<file path="config.mk">
export PLATFORM = sky130hd
export DESIGN_NAME = button_debouncer
export DESIGN_NICKNAME = d
export VERILOG_FILES = /design/src/rtl/button_debouncer.sv
export SDC_FILE = /design/constraint.sdc
export NUM_CORES = 1
export LEC_CHECK = 0
export ABC_CLOCK_PERIOD_IN_PS = 3980
export CAP_MARGIN = 10
export CORE_AREA = 2 2 57 59
export DETAILED_ROUTE_END_ITERATION = 10
export DIE_AREA = 0 0 59 61
export PLACE_DENSITY_LB_ADDON = 0.2
export SYNTH_ARGS = -nofsm -noshare
export SYNTH_HDL_FRONTEND = slang
export SYNTH_SLANG_ARGS = --single-unit
export TNS_END_PERCENT = 1
</file>
<file path="constraint.sdc">
create_clock -name Clk -period 3.98 [get_ports Clk]
set_input_delay 0.796 -clock Clk [delete_from_list [all_inputs] [get_ports Clk]]
set_output_delay 0.796 -clock Clk [all_outputs]
set_load 0.01 [all_outputs]
</file>
<file path="src/rtl/button_debouncer.sv">
// Button/switch debouncer: multi-flop synchronizer, then a 4-state stability FSM with registered level and edge pulses.
// Optional long-press detector enabled by defining BUTTON_DEBOUNCER_LONG_PRESS_EN.
module button_debouncer #(
    parameter int SYNC_STAGES  = 2,
    parameter int STABLE_COUNT = 50000,
    parameter int CNT_WIDTH    = 16
`ifdef BUTTON_DEBOUNCER_LONG_PRESS_EN
    ,
    parameter int LONG_COUNT   = 1000000,
    parameter int LONG_WIDTH   = 20
`endif
) (
    input  logic Clk,
    input  logic Rst,
    input  logic Btn_In,
    output logic D,
    output logic Rise,
    output logic Fall,
    output logic Busy
`ifdef BUTTON_DEBOUNCER_LONG_PRESS_EN
    ,
    output logic Long_Press
`endif
);

    typedef enum logic [1:0] {
        IDLE_LOW  = 2'd0,
        WAIT_HIGH = 2'd1,
        IDLE_HIGH = 2'd2,
        WAIT_LOW  = 2'd3
    } state_t;

    localparam logic [CNT_WIDTH-1:0] CNT_LAST = CNT_WIDTH'(STABLE_COUNT - 1);
    localparam logic [CNT_WIDTH-1:0] CNT_ONE  = CNT_WIDTH'(1);
    localparam bit                   ONE_SHOT = (STABLE_COUNT == 1);

    logic [SYNC_STAGES-1:0] sync_q;
    logic                   sync_out_s;
    state_t                 state_q;
    logic [CNT_WIDTH-1:0]   cnt_q;
    logic                   d_q;
    logic                   rise_q;
    logic                   fall_q;
    logic                   busy_q;

    assign sync_out_s = sync_q[SYNC_STAGES-1];

    // Synchronizer shift chain for the asynchronous button level
    always_ff @(posedge Clk or posedge Rst) begin
        if (Rst) begin
            sync_q <= '0;
        end else begin
            sync_q <= {sync_q[SYNC_STAGES-2:0], Btn_In};
        end
    end

    // Stability FSM; a bounce is tested before the count compare so it always aborts
    always_ff @(posedge Clk or posedge Rst) begin
        if (Rst) begin
            state_q <= IDLE_LOW;
            cnt_q   <= '0;
            d_q     <= 1'b0;
            rise_q  <= 1'b0;
            fall_q  <= 1'b0;
            busy_q  <= 1'b0;
        end else begin
            rise_q <= 1'b0;
            fall_q <= 1'b0;
            case (state_q)
                IDLE_LOW: begin
                    if (sync_out_s) begin
                        if (ONE_SHOT) begin
                            state_q <= IDLE_HIGH;
                            d_q     <= 1'b1;
                            rise_q  <= 1'b1;
                        end else begin
                            state_q <= WAIT_HIGH;
                            cnt_q   <= CNT_ONE;
                            busy_q  <= 1'b1;
                        end
                    end
                end
                WAIT_HIGH: begin
                    if (!sync_out_s) begin
                        state_q <= IDLE_LOW;
                        cnt_q   <= '0;
                        busy_q  <= 1'b0;
                    end else if (cnt_q == CNT_LAST) begin
                        state_q <= IDLE_HIGH;
                        cnt_q   <= '0;
                        d_q     <= 1'b1;
                        rise_q  <= 1'b1;
                        busy_q  <= 1'b0;
                    end else begin
                        cnt_q <= cnt_q + CNT_ONE;
                    end
                end
                IDLE_HIGH: begin
                    if (!sync_out_s) begin
                        if (ONE_SHOT) begin
                            state_q <= IDLE_LOW;
                            d_q     <= 1'b0;
                            fall_q  <= 1'b1;
                        end else begin
                            state_q <= WAIT_LOW;
                            cnt_q   <= CNT_ONE;
                            busy_q  <= 1'b1;
                        end
                    end
                end
                WAIT_LOW: begin
                    if (sync_out_s) begin
                        state_q <= IDLE_HIGH;
                        cnt_q   <= '0;
                        busy_q  <= 1'b0;
                    end else if (cnt_q == CNT_LAST) begin
                        state_q <= IDLE_LOW;
                        cnt_q   <= '0;
                        d_q     <= 1'b0;
                        fall_q  <= 1'b1;
                        busy_q  <= 1'b0;
                    end else begin
                        cnt_q <= cnt_q + CNT_ONE;
                    end
                end
                default: begin
                    state_q <= IDLE_LOW;
                    cnt_q   <= '0;
                    d_q     <= 1'b0;
                    busy_q  <= 1'b0;
                end
            endcase
        end
    end

    assign D    = d_q;
    assign Rise = rise_q;
    assign Fall = fall_q;
    assign Busy = busy_q;

`ifdef BUTTON_DEBOUNCER_LONG_PRESS_EN
    localparam logic [LONG_WIDTH-1:0] HOLD_MAX = LONG_WIDTH'(LONG_COUNT);
    localparam logic [LONG_WIDTH-1:0] HOLD_ONE = LONG_WIDTH'(1);

    logic [LONG_WIDTH-1:0] hold_q;
    logic                  long_q;

    // Hold counter saturates at the threshold, so the pulse fires once per press
    always_ff @(posedge Clk or posedge Rst) begin
        if (Rst) begin
            hold_q <= '0;
            long_q <= 1'b0;
        end else if (!d_q) begin
            hold_q <= '0;
            long_q <= 1'b0;
        end else if (hold_q != HOLD_MAX) begin
            hold_q <= hold_q + HOLD_ONE;
            long_q <= (hold_q == (HOLD_MAX - HOLD_ONE));
        end else begin
            long_q <= 1'b0;
        end
    end

    assign Long_Press = long_q;
`endif

endmodule
</file>
Word-level counts from Yosys, hierarchy flattened. Index checks and enable logic that the tools add are counted.

Add/sub/neg operators: 1. Equality and inequality tests: 12. Muxes and demuxes: 29. Reductions and logical operators: 5.

Operators with widths (count): 16-bit two-way mux (5); 16-bit one-hot mux with 4 select lines (1); 16-bit by 1-bit adder with 16-bit output (second input constant) (1); 16-bit equality test (second input constant) (1); 1-bit two-way mux (14); 2-bit two-way mux (6); 2-bit != test (second input constant) (6); 2-bit one-hot mux with 4 select lines (1); 3-bit != test (second input constant) (2); 5-bit AND reduction (1); 2-bit equality test (second input constant) (2); 1-bit one-hot mux with 4 select lines (1); 4-bit AND reduction (1); 2-bit by 1-bit equality test with 1-bit output (second input constant) (1); 2-bit logical NOT (1); 1-bit one-hot mux with 2 select lines (1); 2-bit AND reduction (1); 2-bit nonzero test (1).

Bits in registers: 24. Input bits: 3. Output and inout port bits: 4. Word-level logic and storage cells: 54.

Longest topological paths before layout. Gate-level depths: netlist of the first run.

Depth in word-level cells: 4. Depth in mapped cells: 7. Depth with buffers taken out: 5.

Least setup slack after synthesis of the first run. OpenSTA, ideal clock, no wires.

Path type: reg2reg. Start: register cnt_q[0]. End: register cnt_q[13]. Library setup time: 0.082 ns. Data arrival time: 1.778 ns. Required time: 3.898 ns. Slack: 2.120 ns. Stages on the path, launching flop included: 8. Cell sequence: dfrtp_1 -> ha_1 -> and3_1 -> and4_1 -> clkbuf_1 -> buf_2 -> o31a_2 -> a31oi_1.

Word-level cells in the longest chain between the ends: 4. Elaborated cells on any way between the ends: 6.

Ends and longest elaborated chain: start: declaration (line 40) `logic [CNT_WIDTH-1:0] cnt_q;`; start signal: assignment (line 95) `cnt_q <= cnt_q + CNT_ONE;`; start signal: assignment (line 123) `cnt_q <= cnt_q + CNT_ONE;`; 16-bit by 1-bit adder with 16-bit output / 16-bit equality test (equally long branches); 16-bit two-way mux * (line 88, 116); 16-bit two-way mux, on equally long branches (line 112, 84); 16-bit one-hot mux with 4 select lines * (line 69) `case (state_q)`.

Mark *: on every way between the ends. The rest lies on a longest branch, timed or not. A chain may end at the register's enable or synchronous reset.

==> results of run 1 <==
[worst max-delay path: cells and delay by family, from the launching register on]
kind | cells | cell delay [ns]
compound gates | 1 | 0.39
flops | 1 | 0.48
mux | 1 | 0.36
simple gates | 2 | 0.98
[logic make-up after synthesis]
family,synth area share (%)
AO/OA/AOI/OAI,20.8
buffers and inverters,5.46
AND/OR/NAND/NOR,23.0
multiplexers,0.878
adder cells (fa/ha/maj),0.975
flip-flops,46.8
XOR/XNOR,2.05
[per-stage QoR]
stage / hold WS [ns] / instance area (µm²) / std cells / util, %
after floorplan: 0.331 / 1280 / 133 / -
after global placement: 0.340 / 1360 / 165 / 45.9
after detailed placement: 0.340 / 1360 / 165 / 45.9
final: 0.370 / 1410 / 169 / 47.7
after global routing: 0.374 / 1410 / 169 / 47.7
after CTS: 0.373 / 1410 / 169 / 47.7
[cell usage after synthesis, drive strengths merged, types with 2 or more instances]
library cell | n | share of area [%]
o22ai | 2 | 0.98
nand4 | 5 | 3.6
or4 | 6 | 4.0
nor4b | 3 | 2.0
o21bai | 3 | 1.8
buf | 2 | 0.78
nor4 | 3 | 1.5
dfrtp | 24 | 47
a31oi | 12 | 5.9
and3 | 3 | 1.5
xor2 | 2 | 1.4
o21ai | 4 | 1.6
clkbuf | 5 | 1.5
inv | 11 | 3.2
nor2 | 6 | 1.8
o21a | 2 | 1.2
and4 | 2 | 1.5
nand2 | 9 | 2.6
a21oi | 5 | 2.0
nand3 | 5 | 2.0
nor3 | 2 | 0.78
o31ai | 2 | 1.2
o211ai | 2 | 1.2
[flip-flops by register name, indices dropped and copies added, names as in the netlist, named ones only]
| signal | count |
|---|---|
| Busy | 1 |
| D | 1 |
| Fall | 1 |
| Rise | 1 |
| cnt_q | 16 |
| state_q | 1 |
| sync_q | 2 |
[layout by cell type (no fill, tap or decap), types with 2 or more instances in the layout]
cell	instances
sky130_fd_sc_hd__o21ai_0	4
sky130_fd_sc_hd__nor4b_1	3
sky130_fd_sc_hd__or4_2	2
sky130_fd_sc_hd__o211ai_1	2
sky130_fd_sc_hd__o21bai_1	3
sky130_fd_sc_hd__clkbuf_4	3
sky130_fd_sc_hd__xor2_1	2
sky130_fd_sc_hd__inv_1	11
sky130_fd_sc_hd__a21oi_1	5
sky130_fd_sc_hd__nand2_1	9
sky130_fd_sc_hd__a31oi_1	12
sky130_fd_sc_hd__dfrtp_1	24
sky130_fd_sc_hd__or4_1	3
sky130_fd_sc_hd__nand4_1	4
sky130_fd_sc_hd__nor4_1	3
sky130_fd_sc_hd__o22ai_1	2
sky130_fd_sc_hd__o21a_1	2
sky130_fd_sc_hd__and3_1	3
sky130_fd_sc_hd__clkdlybuf4s50_1	6
sky130_fd_sc_hd__nand3_1	5
sky130_fd_sc_hd__nor3_1	2
sky130_fd_sc_hd__o31ai_1	2
sky130_fd_sc_hd__nor2_1	6
[power groups by stage]
stage	combinational [W]	sequential [W]	clock [W]
after floorplan	0.000186	0.000315	0
after global placement	0.000228	0.000335	0
after detailed placement	0.000229	0.000335	0
after CTS	0.000232	0.000331	0.000184
after global routing	0.000262	0.000338	0.000193
final	0.000233	0.000331	0.000180
[layer usage]
| layer | global-route usage, % | part of all wire, % |
|---|---|---|
| met5 | 0 | 0 |
| met4 | 5.84 | 1.2 |
| met3 | 1.92 | 4.1 |
| met2 | 25.9 | 46 |
| met1 | 23.8 | 49 |
[area by class of cell]
type                            instances  area share (%)
Timing Repair Buffer                    6            4.27
Sequential cell                        24            42.7
Tap cell                               33            2.93
Multi-Input combinational cell         91            43.5
Inverter                               11            2.93
Clock inverter                          1            2.13
Clock buffer                            3            1.60
[worst paths after layout]
| kind | end | depth (start not counted) | slack (ns) |
|---|---|---|---|
| min in group asynchronous | sync_q[1]$_DFF_PP0_ | 2 | 0.95 |
| worst max register to register | flop | 4 | 1.67 |
| worst min-delay path | sync_q[1]$_DFF_PP0_ | 0 | 0.37 |
| max in group asynchronous | cnt_q[8]$_DFFE_PP0P_ | 2 | 2.49 |
| worst min register to register | sync_q[1]$_DFF_PP0_ | 0 | 0.37 |
| worst max-delay path | flop | 4 | 1.67 |
==> insert_results.sql, run 1 <==
INSERT INTO impl_metrics (metric_group, metric, value, unit) VALUES
('clocking', 'cts-buffers-inserted', '3', ''),
('clocking', 'clock_tree.htree_level_count', '1', ''),
('drt', 'number_of_iterations_in_the_first_detailed_routing_pass', '4', ''),
('timing', 'fin_crit', '2.31', 'ns'),
('yosys', 'post_synthesis_cell_count', '133', ''),
('die', 'initial_core_util', '43.4', '%'),
('drt', 'drt-initial-drc-count', '38', ''),
('timing', 'worst-slew-pin-transition', '0.898', 'ns'),
('yosys', 'average_cell_area_after_synthesis', '9.64', 'µm²'),
('final_layout', 'regArea', '601', 'µm²'),
('drt', 'drcViolationCount', '0', ''),
('yosys', 'async_flop_share', '100', '%'),
('die', 'fp.dieArea', '3600', 'µm²'),
('die', 'fp-row-count', '20', ''),
('power_and_ir_drop', 'p_seq_share', '44.5', '%'),
('yosys', 'synthesis.yosys.warnings', '0', ''),
('drt', 'detail_route.wl_per_cell', '16.0', 'µm'),
('power_and_ir_drop', 'worst_ir_drop_on_vdd', '0.381', 'mV'),
('power_and_ir_drop', 'totalPowerFinal', '0.000744', 'W'),
('final_layout', 'nNetsFinal', '141', ''),
('worst_setup_path', 'crit_path_end_kind', 'flop', ''),
('yosys', 'syn_nets', '137', ''),
('placement', 'io_buffer_count', '6', ''),
('clocking', 'clk_root_buffer_cell', 'sky130_fd_sc_hd__clkbuf_4', ''),
('worst_setup_path', 'timing.critical_path.required', '4.20', 'ns'),
('clocking', 'clk_latency_worst_skew_pair', '0.32', 'ns'),
('worst_setup_path', 'path_max_fanout', '16', ''),
('die', 'pin_count', '7', ''),
('yosys', 'mappedNetlistArea', '1280', 'µm²'),
('grt', 'antenna_found_initial', '0', ''),
('clocking', 'post_cts.resized_instances', '0', ''),
('worst_setup_path', 'worst_path_largest_cell_delay', '0.57', 'ns'),
('worst_setup_path', 'critPathSlowestCell', 'sky130_fd_sc_hd__nand4_1', ''),
('die', 'die_width', '59', 'µm'),
('worst_setup_path', 'kind_of_start_point_of_the_critical_path', 'flop', ''),
('drt', 'finalWirelength', '2.71', 'mm'),
('final_layout', 'final_layout_size_suffix_gt1_share', '8.82', '%'),
('power_and_ir_drop', 'power.combinational.fraction', '31.3', '%'),
('final_layout', 'insertedDiodeCount', '0', ''),
('timing', 'clock_skew', '0.000931', 'ns'),
('clocking', 'postCtsSetupRepairBufs', '0', ''),
('grt', 'number_of_global_route_vias_before_repair', '939', ''),
('final_layout', 'area_growth', '9.76', '%'),
('grt', 'grt_remaining_overflow', '0', ''),
('clocking', 'post_cts_hold_buffer_count', '0', ''),
('grt', 'grt_max_degree', '25', ''),
('power_and_ir_drop', 'power_dens_cells', '529', 'nW/µm²'),
('run_status', 'outcome', 'finished clean', ''),
('worst_setup_path', 'crit_arrival', '2.53', 'ns'),
('timing', 'final-max-slew-violation-count', '0', ''),
('grt', 'global_route_wire_length_before_repair', '4.49', 'mm'),
('worst_setup_path', 'path_class', 'reg2reg', ''),
('worst_hold_path', 'worst_hold_launch', 'sync_q[0]$_DFF_PP0_', ''),
('worst_setup_path', 'critical_path.startpoint', 'cnt_q[5]$_DFFE_PP0P_', ''),
('grt', 'groute.usage.overall', '16.6', '%'),
('yosys', 'synth-seq-cells', '24', ''),
('worst_setup_path', 'worstReg2RegStart', 'cnt_q[5]$_DFFE_PP0P_', ''),
('yosys', 'synth-seq-area-share', '46.8', '%'),
('timing', 'fmaxAchievable', '433', 'MHz'),
('power_and_ir_drop', 'switching_power', '0.000281', 'W'),
('clocking', 'tritoncts_clock_tree', 'done', ''),
('timing', 'final.period_utilization', '58.0', '%'),
('drt', 'num_vias', '1031', ''),
('timing', 'timing.final.setup_violations', '0', ''),
('timing', 'max-slew-margin-rel', '40.1', '%'),
('power_and_ir_drop', 'power_leakage', '0.558', 'nW'),
('drt', 'post_drt_via_cell_ratio', '6.10', ''),
('final_layout', 'total_area_of_multi_input_combinational_cells', '612', 'µm²'),
('timing', 'fin_ws', '1.67', 'ns'),
('timing', 'timing_hold_violations_final', '0', ''),
('placement', 'finalWeightedCongestion', '0.791', '');
(Power assumes the default switching activity.)
==> run 2, diff against run 1 <==
--- a/config.mk
+++ b/config.mk
@@ -5,7 +5,7 @@
 export SDC_FILE = /design/constraint.sdc
 export NUM_CORES = 1
 export LEC_CHECK = 0
-export ABC_CLOCK_PERIOD_IN_PS = 3980
+export ABC_CLOCK_PERIOD_IN_PS = 2150
 export CAP_MARGIN = 10
 export CORE_AREA = 2 2 57 59
 export DETAILED_ROUTE_END_ITERATION = 10
==> constraint.sdc (replaced) <==
create_clock -name Clk -period 2.15 [get_ports Clk]
set_input_delay 0.43 -clock Clk [delete_from_list [all_inputs] [get_ports Clk]]
set_output_delay 0.43 -clock Clk [all_outputs]
set_load 0.01 [all_outputs]
==> run 2 against run 1 <==
  * Core utilization rose by 1.3 points
  * Non-clock buffer count rose by 5
  * Clock-buffer cell count did not move
  * Final cell count rose by 3.0%
  * Fmax rose by 17%
  * Sequential cell count did not move
  * Critical path type unchanged
  * Largest cell class unchanged
  * Largest power group unchanged
==> insert_results.sql, run 2 (synthesized netlist as in run 1, its figures left out) <==
INSERT INTO impl_metrics (metric_group, metric, value, unit) VALUES
('run_status', 'outcome', 'finished clean', ''),
('final_layout', 'mostFrequentLayoutCell', 'sky130_fd_sc_hd__dfrtp_1', ''),
('power_and_ir_drop', 'worst_ir_drop_on_vdd', '0.634', 'mV'),
('placement', 'place.detailed.hpwl', '1.98', 'mm'),
('job', 'max-cap-violations', '0', ''),
('power_and_ir_drop', 'power_leakage', '0.583', 'nW'),
('grt', 'groute.usage.overall', '17.8', '%'),
('worst_setup_path', 'reg2regPathDepth', '5', ''),
('clocking', 'clk_latency_worst_skew_pair', '0.33', 'ns'),
('timing', 'rsz0062_at_grt', 'false', ''),
('timing', 'clock_skew', '0.00758', 'ns'),
('grt', 'global_route_wire_length_before_repair', '4.78', 'mm'),
('die', 'fp-row-count', '20', ''),
('worst_setup_path', 'critical_path.endpoint', 'cnt_q[14]$_DFFE_PP0P_', ''),
('die', 'initial_core_util', '43.4', '%'),
('final_layout', 'mostFrequentLayoutCells', '24 x sky130_fd_sc_hd__dfrtp_1, 12 x sky130_fd_sc_hd__a31oi_1, 11 x sky130_fd_sc_hd__inv_1', ''),
('timing', 'final.period_utilization', '91.8', '%'),
('timing', 'final-max-slew-violation-count', '0', ''),
('worst_setup_path', 'timing.critical_path.required', '2.40', 'ns'),
('worst_hold_path', 'worst_hold_path.num_cells', '0', ''),
('final_layout', 'top_registers', 'cnt_q (16), sync_q (2)', ''),
('drt', 'drcViolationCount', '0', ''),
('final_layout', 'largest_register_ffs', '16', ''),
('worst_hold_path', 'timing.hold.worst.class', 'reg2reg', ''),
('worst_setup_path', 'path_class', 'reg2reg', ''),
('clocking', 'clk_root_buffer_cell', 'sky130_fd_sc_hd__clkbuf_4', ''),
('final_layout', 'insertedDiodeCount', '0', ''),
('clocking', 'clock_tree.htree_level_count', '1', ''),
('drt', 'number_of_iterations_in_the_first_detailed_routing_pass', '4', ''),
('worst_setup_path', 'timing.reg2reg.setup_slack', '0.18', 'ns'),
('grt', 'grt_max_degree', '25', ''),
('die', 'die_h', '61', 'µm'),
('timing', 'timing.final.setup_violations', '0', ''),
('clocking', 'post_cts_hold_buffer_count', '0', ''),
('clocking', 'max-clock-path-buffers', '2', ''),
('clocking', 'tritoncts_clock_tree', 'done', ''),
('die', 'pin_count', '7', ''),
('drt', 'drt-initial-drc-count', '37', ''),
('drt', 'detail_route.wl_per_cell', '16.6', 'µm'),
('final_layout', 'area_growth', '12.8', '%'),
('timing', 'fin_crit', '1.97', 'ns'),
('worst_setup_path', 'crit_path_end_kind', 'flop', ''),
('clocking', 'cts-buffers-inserted', '3', ''),
('timing', 'worst-slew-pin-transition', '0.936', 'ns'),
('final_layout', 'final_layout_size_suffix_gt1_share', '12.8', '%'),
('clocking', 'clock_sink_count', '24', ''),
('worst_setup_path', 'critical_path.startpoint', 'cnt_q[0]$_DFFE_PP0P_', ''),
('timing', 'max-slew-margin-rel', '37.3', '%'),
('die', 'die_width', '59', 'µm'),
('drt', 'post_drt_via_cell_ratio', '6.30', ''),
('drt', 'final_antenna_net_count', '0', ''),
('worst_setup_path', 'path_max_fanout', '15', ''),
('drt', 'num_vias', '1097', ''),
('final_layout', 'largest_register_by_flop_count', 'cnt_q', ''),
('grt', 'number_of_global_route_vias_before_repair', '1029', ''),
('power_and_ir_drop', 'power_dens_cells', '956', 'nW/µm²'),
('die', 'fp.dieArea', '3600', 'µm²'),
('power_and_ir_drop', 'totalPowerFinal', '0.00138', 'W'),
('placement', 'io_buffer_count', '6', ''),
('worst_setup_path', 'crit_arrival', '2.23', 'ns'),
('worst_setup_path', 'kind_of_start_point_of_the_critical_path', 'flop', ''),
('timing', 'fmaxAchievable', '506', 'MHz'),
('worst_setup_path', 'worstReg2RegStart', 'cnt_q[0]$_DFFE_PP0P_', ''),
('die', 'coreArea', '2950', 'µm²'),
('timing', 'tns', '0', 'ns'),
('drt', 'finalWirelength', '2.88', 'mm'),
('timing', 'timing_hold_violations_final', '0', ''),
('clocking', 'clk_transition_reported_paths', '0.14', 'ns'),
('final_layout', 'final.fill_count', '290', ''),
('placement', 'finalWeightedCongestion', '0.809', ''),
('grt', 'antenna_found_initial', '0', ''),
('worst_setup_path', 'reg2reg_to', 'cnt_q[14]$_DFFE_PP0P_', ''),
('grt', 'grt_remaining_overflow', '0', ''),
('final_layout', 'nNetsFinal', '146', '');
[run 2: power by group]
part	switching (W)	internal, W
combinational	0.000279	0.000158
sequential	0.0000981	0.000513
clock	0.000147	0.000189
[run 2: final cells by class]
cell class	instances	area, µm²	share of cell area, %
Clock inverter	1	30.0	2.08
Sequential cell	24	601	41.5
Inverter	11	41.3	2.85
Multi-Input combinational cell	91	613	42.4
Clock buffer	3	22.5	1.56
Timing Repair Buffer	11	97.6	6.75
Tap cell	33	41.3	2.85
[run 2: critical path, cell delays in order (launching register included)]
cell                      delay, ns
sky130_fd_sc_hd__dfrtp_1       0.45
sky130_fd_sc_hd__ha_1          0.27
sky130_fd_sc_hd__and3_1        0.24
sky130_fd_sc_hd__and4_2        0.34
sky130_fd_sc_hd__or4_1         0.51
sky130_fd_sc_hd__o21ai_0       0.09
[run 2: what timing repair did]
item / CTS / global route
endpoints found under the hold margin: 0 / 0
gates resized for setup: 0 / 1
buffers inserted: 0 / 0
setup endpoints to repair: 0 / 4
[run 2: how the worst min path moves through the flow]
stage               slack [ns]           startpoint                  end
global placement          0.34  sync_q[0]$_DFF_PP0_  sync_q[1]$_DFF_PP0_
detailed placement        0.35  sync_q[0]$_DFF_PP0_  sync_q[1]$_DFF_PP0_
finish                    0.38  sync_q[0]$_DFF_PP0_  sync_q[1]$_DFF_PP0_
CTS                       0.38  sync_q[0]$_DFF_PP0_  sync_q[1]$_DFF_PP0_
global route              0.38  sync_q[0]$_DFF_PP0_  sync_q[1]$_DFF_PP0_
floorplan                 0.33  sync_q[0]$_DFF_PP0_  sync_q[1]$_DFF_PP0_
[run 2: routing by layer]
metal  routed length [µm]  global-route usage, %  up-vias
met5                    0                      0        -
met4                   36                   6.82        0
met3                  130                   3.20        5
met2                 1360                   29.0       36
met1                 1360                   23.6      532
li1                     -                      -      524
[run 2: per-stage QoR]
step                      cell area [µm²]  setup slack, ns  utilization [%]  instances  hold WS [ns]
after floorplan                      1280            0.290                -        133         0.331
after CTS                            1450            0.122             48.9        174         0.378
after global routing                 1450           0.0436             49.0        174         0.382
final                                1450            0.175             49.0        174         0.375
after detailed placement             1390            0.143             47.2        170         0.346
after global placement               1390            0.180             47.2        170         0.337
==> run 3, diff against run 2 <==
--- a/config.mk
+++ b/config.mk
@@ -7,9 +7,9 @@
 export LEC_CHECK = 0
 export ABC_CLOCK_PERIOD_IN_PS = 2150
 export CAP_MARGIN = 10
-export CORE_AREA = 2 2 57 59
+export CORE_AREA = 5 5 60 62
 export DETAILED_ROUTE_END_ITERATION = 10
-export DIE_AREA = 0 0 59 61
+export DIE_AREA = 0 0 65 67
 export PLACE_DENSITY_LB_ADDON = 0.2
 export SYNTH_ARGS = -nofsm -noshare
 export SYNTH_HDL_FRONTEND = slang
==> run 3 against run 2 <==
  * Design area shrank 2.1%
  * Largest cell class unchanged
  * First-iteration DRC count grew 150%
  * Critical path depth is the same
  * Critical endpoint is now cnt_q[12]$_DFFE_PP0P_
  * Global-route usage shrank 2.3 points
  * Power shrank 11%
  * Register-to-register slack is essentially flat
  * Clock skew shrank 0.0068 ns
  * Highest routed layer unchanged
  * Core utilization shrank 1.4 points
  * Final cell count shrank 0.57%
  * Sequential share of layout area grew 0.88 points
==> insert_results.sql, run 3 (synthesized netlist as in run 1, its figures left out) <==
INSERT INTO impl_metrics (metric_group, metric, value, unit) VALUES
('final_layout', 'largest_register_ffs', '16', ''),
('die', 'fp-row-count', '20', ''),
('placement', 'place_ws', '0.159', 'ns'),
('grt', 'groute.usage.overall', '15.5', '%'),
('timing', 'rsz0062_at_grt', 'false', ''),
('grt', 'antenna_found_initial', '0', ''),
('final_layout', 'top_registers', 'cnt_q (16), sync_q (2)', ''),
('clocking', 'post_cts_hold_buffer_count', '0', ''),
('timing', 'fmaxAchievable', '504', 'MHz'),
('grt', 'global_route_wire_length_before_repair', '5.20', 'mm'),
('drt', 'finalWirelength', '2.92', 'mm'),
('drt', 'post_drt_via_cell_ratio', '6.15', ''),
('grt', 'grt_remaining_overflow', '0', ''),
('timing', 'clock_skew', '0.000775', 'ns'),
('worst_setup_path', 'worst_path_largest_cell_delay', '0.70', 'ns'),
('clocking', 'cts-buffers-inserted', '3', ''),
('timing', 'fin_hold_ws', '0.365', 'ns'),
('clocking', 'clk_latency_worst_skew_pair', '0.31', 'ns'),
('worst_setup_path', 'kind_of_start_point_of_the_critical_path', 'flop', ''),
('placement', 'io_buffer_count', '6', ''),
('worst_hold_path', 'worst_hold_path.num_cells', '0', ''),
('final_layout', 'area_growth', '10.4', '%'),
('worst_hold_path', 'timing.hold.worst.class', 'reg2reg', ''),
('power_and_ir_drop', 'power_dens_cells', '870', 'nW/µm²'),
('clocking', 'clock_tree.htree_level_count', '1', ''),
('worst_setup_path', 'timing.critical_path.required', '2.39', 'ns'),
('die', 'die_width', '65', 'µm'),
('worst_setup_path', 'crit_path_end_kind', 'flop', ''),
('worst_setup_path', 'worstReg2RegStart', 'cnt_q[0]$_DFFE_PP0P_', ''),
('die', 'coreArea', '2980', 'µm²'),
('final_layout', 'final_layout_size_suffix_gt1_share', '12.1', '%'),
('worst_setup_path', 'reg2regPathDepth', '5', ''),
('worst_setup_path', 'reg2reg_to', 'cnt_q[12]$_DFFE_PP0P_', ''),
('timing', 'timing.final.setup_violations', '0', ''),
('final_layout', 'mostFrequentLayoutCells', '24 x sky130_fd_sc_hd__dfrtp_1, 12 x sky130_fd_sc_hd__a31oi_1, 11 x sky130_fd_sc_hd__inv_1', ''),
('final_layout', 'mostFrequentLayoutCell', 'sky130_fd_sc_hd__dfrtp_1', ''),
('die', 'pin_count', '7', ''),
('die', 'initial_core_util', '43.1', '%'),
('final_layout', 'largest_register_by_flop_count', 'cnt_q', ''),
('power_and_ir_drop', 'worst_ir_drop_on_vdd', '0.502', 'mV'),
('clocking', 'clk_root_buffer_cell', 'sky130_fd_sc_hd__clkbuf_4', ''),
('worst_setup_path', 'path_class', 'reg2reg', ''),
('final_layout', 'insertedDiodeCount', '0', ''),
('timing', 'fin_ws', '0.166', 'ns'),
('timing', 'final-max-slew-violation-count', '0', ''),
('clocking', 'clk_transition_reported_paths', '0.12', 'ns'),
('final_layout', 'nNetsFinal', '146', ''),
('timing', 'max-slew-margin-rel', '43.2', '%'),
('drt', 'detail_route.wl_per_cell', '16.8', 'µm'),
('die', 'die_h', '67', 'µm'),
('clocking', 'post_cts.resized_instances', '0', ''),
('timing', 'tns', '0', 'ns'),
('final_layout', 'finalCoreUtilization', '47.6', '%'),
('worst_hold_path', 'hold_ep', 'sync_q[1]$_DFF_PP0_', ''),
('clocking', 'max-clock-path-buffers', '2', ''),
('worst_setup_path', 'timing.reg2reg.setup_slack', '0.17', 'ns'),
('clocking', 'clock_sink_count', '24', ''),
('worst_setup_path', 'crit_arrival', '2.23', 'ns'),
('timing', 'timing_hold_violations_final', '0', ''),
('drt', 'final_antenna_net_count', '0', ''),
('die', 'fp.dieArea', '4360', 'µm²'),
('placement', 'finalWeightedCongestion', '0.789', ''),
('timing', 'final.period_utilization', '92.3', '%'),
('placement', 'place.detailed.hpwl', '2.02', 'mm'),
('worst_setup_path', 'timing.critical_path.cells', 'ha_1 -> inv_1 -> or4_2 -> nor4_1 -> o21bai_1', ''),
('timing', 'fin_crit', '1.98', 'ns'),
('worst_setup_path', 'critPathSlowestCell', 'sky130_fd_sc_hd__or4_2', ''),
('drt', 'drcViolationCount', '0', ''),
('drt', 'num_vias', '1064', ''),
('clocking', 'tritoncts_clock_tree', 'done', ''),
('worst_hold_path', 'worst_hold_launch', 'sync_q[0]$_DFF_PP0_', ''),
('run_status', 'outcome', 'finished clean', ''),
('worst_setup_path', 'path_max_fanout', '6', ''),
('grt', 'grt_max_degree', '25', ''),
('drt', 'drt-initial-drc-count', '91', ''),
('timing', 'worst-slew-pin-transition', '0.848', 'ns'),
('drt', 'number_of_iterations_in_the_first_detailed_routing_pass', '4', ''),
('clocking', 'postCtsSetupRepairBufs', '0', ''),
('job', 'max-cap-violations', '0', ''),
('grt', 'number_of_global_route_vias_before_repair', '1034', ''),
('power_and_ir_drop', 'power_leakage', '0.568', 'nW');
## run 3: worst max-delay path, delay by kind of cell (launching register included)
kind	cells	cell delay, ns
and+or+nand+nor	2	0.94
DFF	1	0.44
adders and majority gates	1	0.26
AOI/OAI and AO/OA	1	0.16
buffers and inverters	1	0.13
## run 3: how the worst max path moves through the flow
stage | to | from | slack, ns
2_1_floorplan | cnt_q[13]$_DFFE_PP0P_ | cnt_q[0]$_DFFE_PP0P_ | 0.29
3_3_place_gp | cnt_q[9]$_DFFE_PP0P_ | cnt_q[7]$_DFFE_PP0P_ | 0.15
3_5_place_dp | cnt_q[8]$_DFFE_PP0P_ | cnt_q[0]$_DFFE_PP0P_ | 0.16
4_1_cts | cnt_q[8]$_DFFE_PP0P_ | cnt_q[0]$_DFFE_PP0P_ | 0.11
5_1_grt | cnt_q[12]$_DFFE_PP0P_ | cnt_q[0]$_DFFE_PP0P_ | 0.04
6_report | cnt_q[12]$_DFFE_PP0P_ | cnt_q[0]$_DFFE_PP0P_ | 0.17
## run 3: final cells by class
class                           instances  area (µm²)
Clock buffer                            3        22.5
Timing Repair Buffer                   11        97.6
Inverter                               11        41.3
Fill cell                             279        1560
Multi-Input combinational cell         91         613
Sequential cell                        24         601
Tap cell                               33        41.3
## run 3: power breakdown
group | switching (W) | leakage, nW | internal [W] | total (W)
Combinational | 0.000272 | 0.235 | 0.000158 | 0.000430
Clock | 0.000129 | 0.0138 | 0.0000655 | 0.000195
Sequential | 0.0000947 | 0.319 | 0.000513 | 0.000608
## run 3: routing by layer
metal	vias up	GRT usage [%]	wire [µm]
met5	-	0	0
met4	0	3.43	13
met3	2	4.38	134
met2	26	22.5	1300
met1	516	22.7	1470
li1	520	-	-
## run 3: metrics by stage
stage | power, W | area [µm²] | std cells
after global routing | 0.00135 | 1420 | 173
after detailed placement | 0.00105 | 1390 | 170
after global placement | 0.00104 | 1390 | 170
final | 0.00123 | 1420 | 173
after CTS | 0.00125 | 1420 | 173
after floorplan | 0.000927 | 1280 | 133
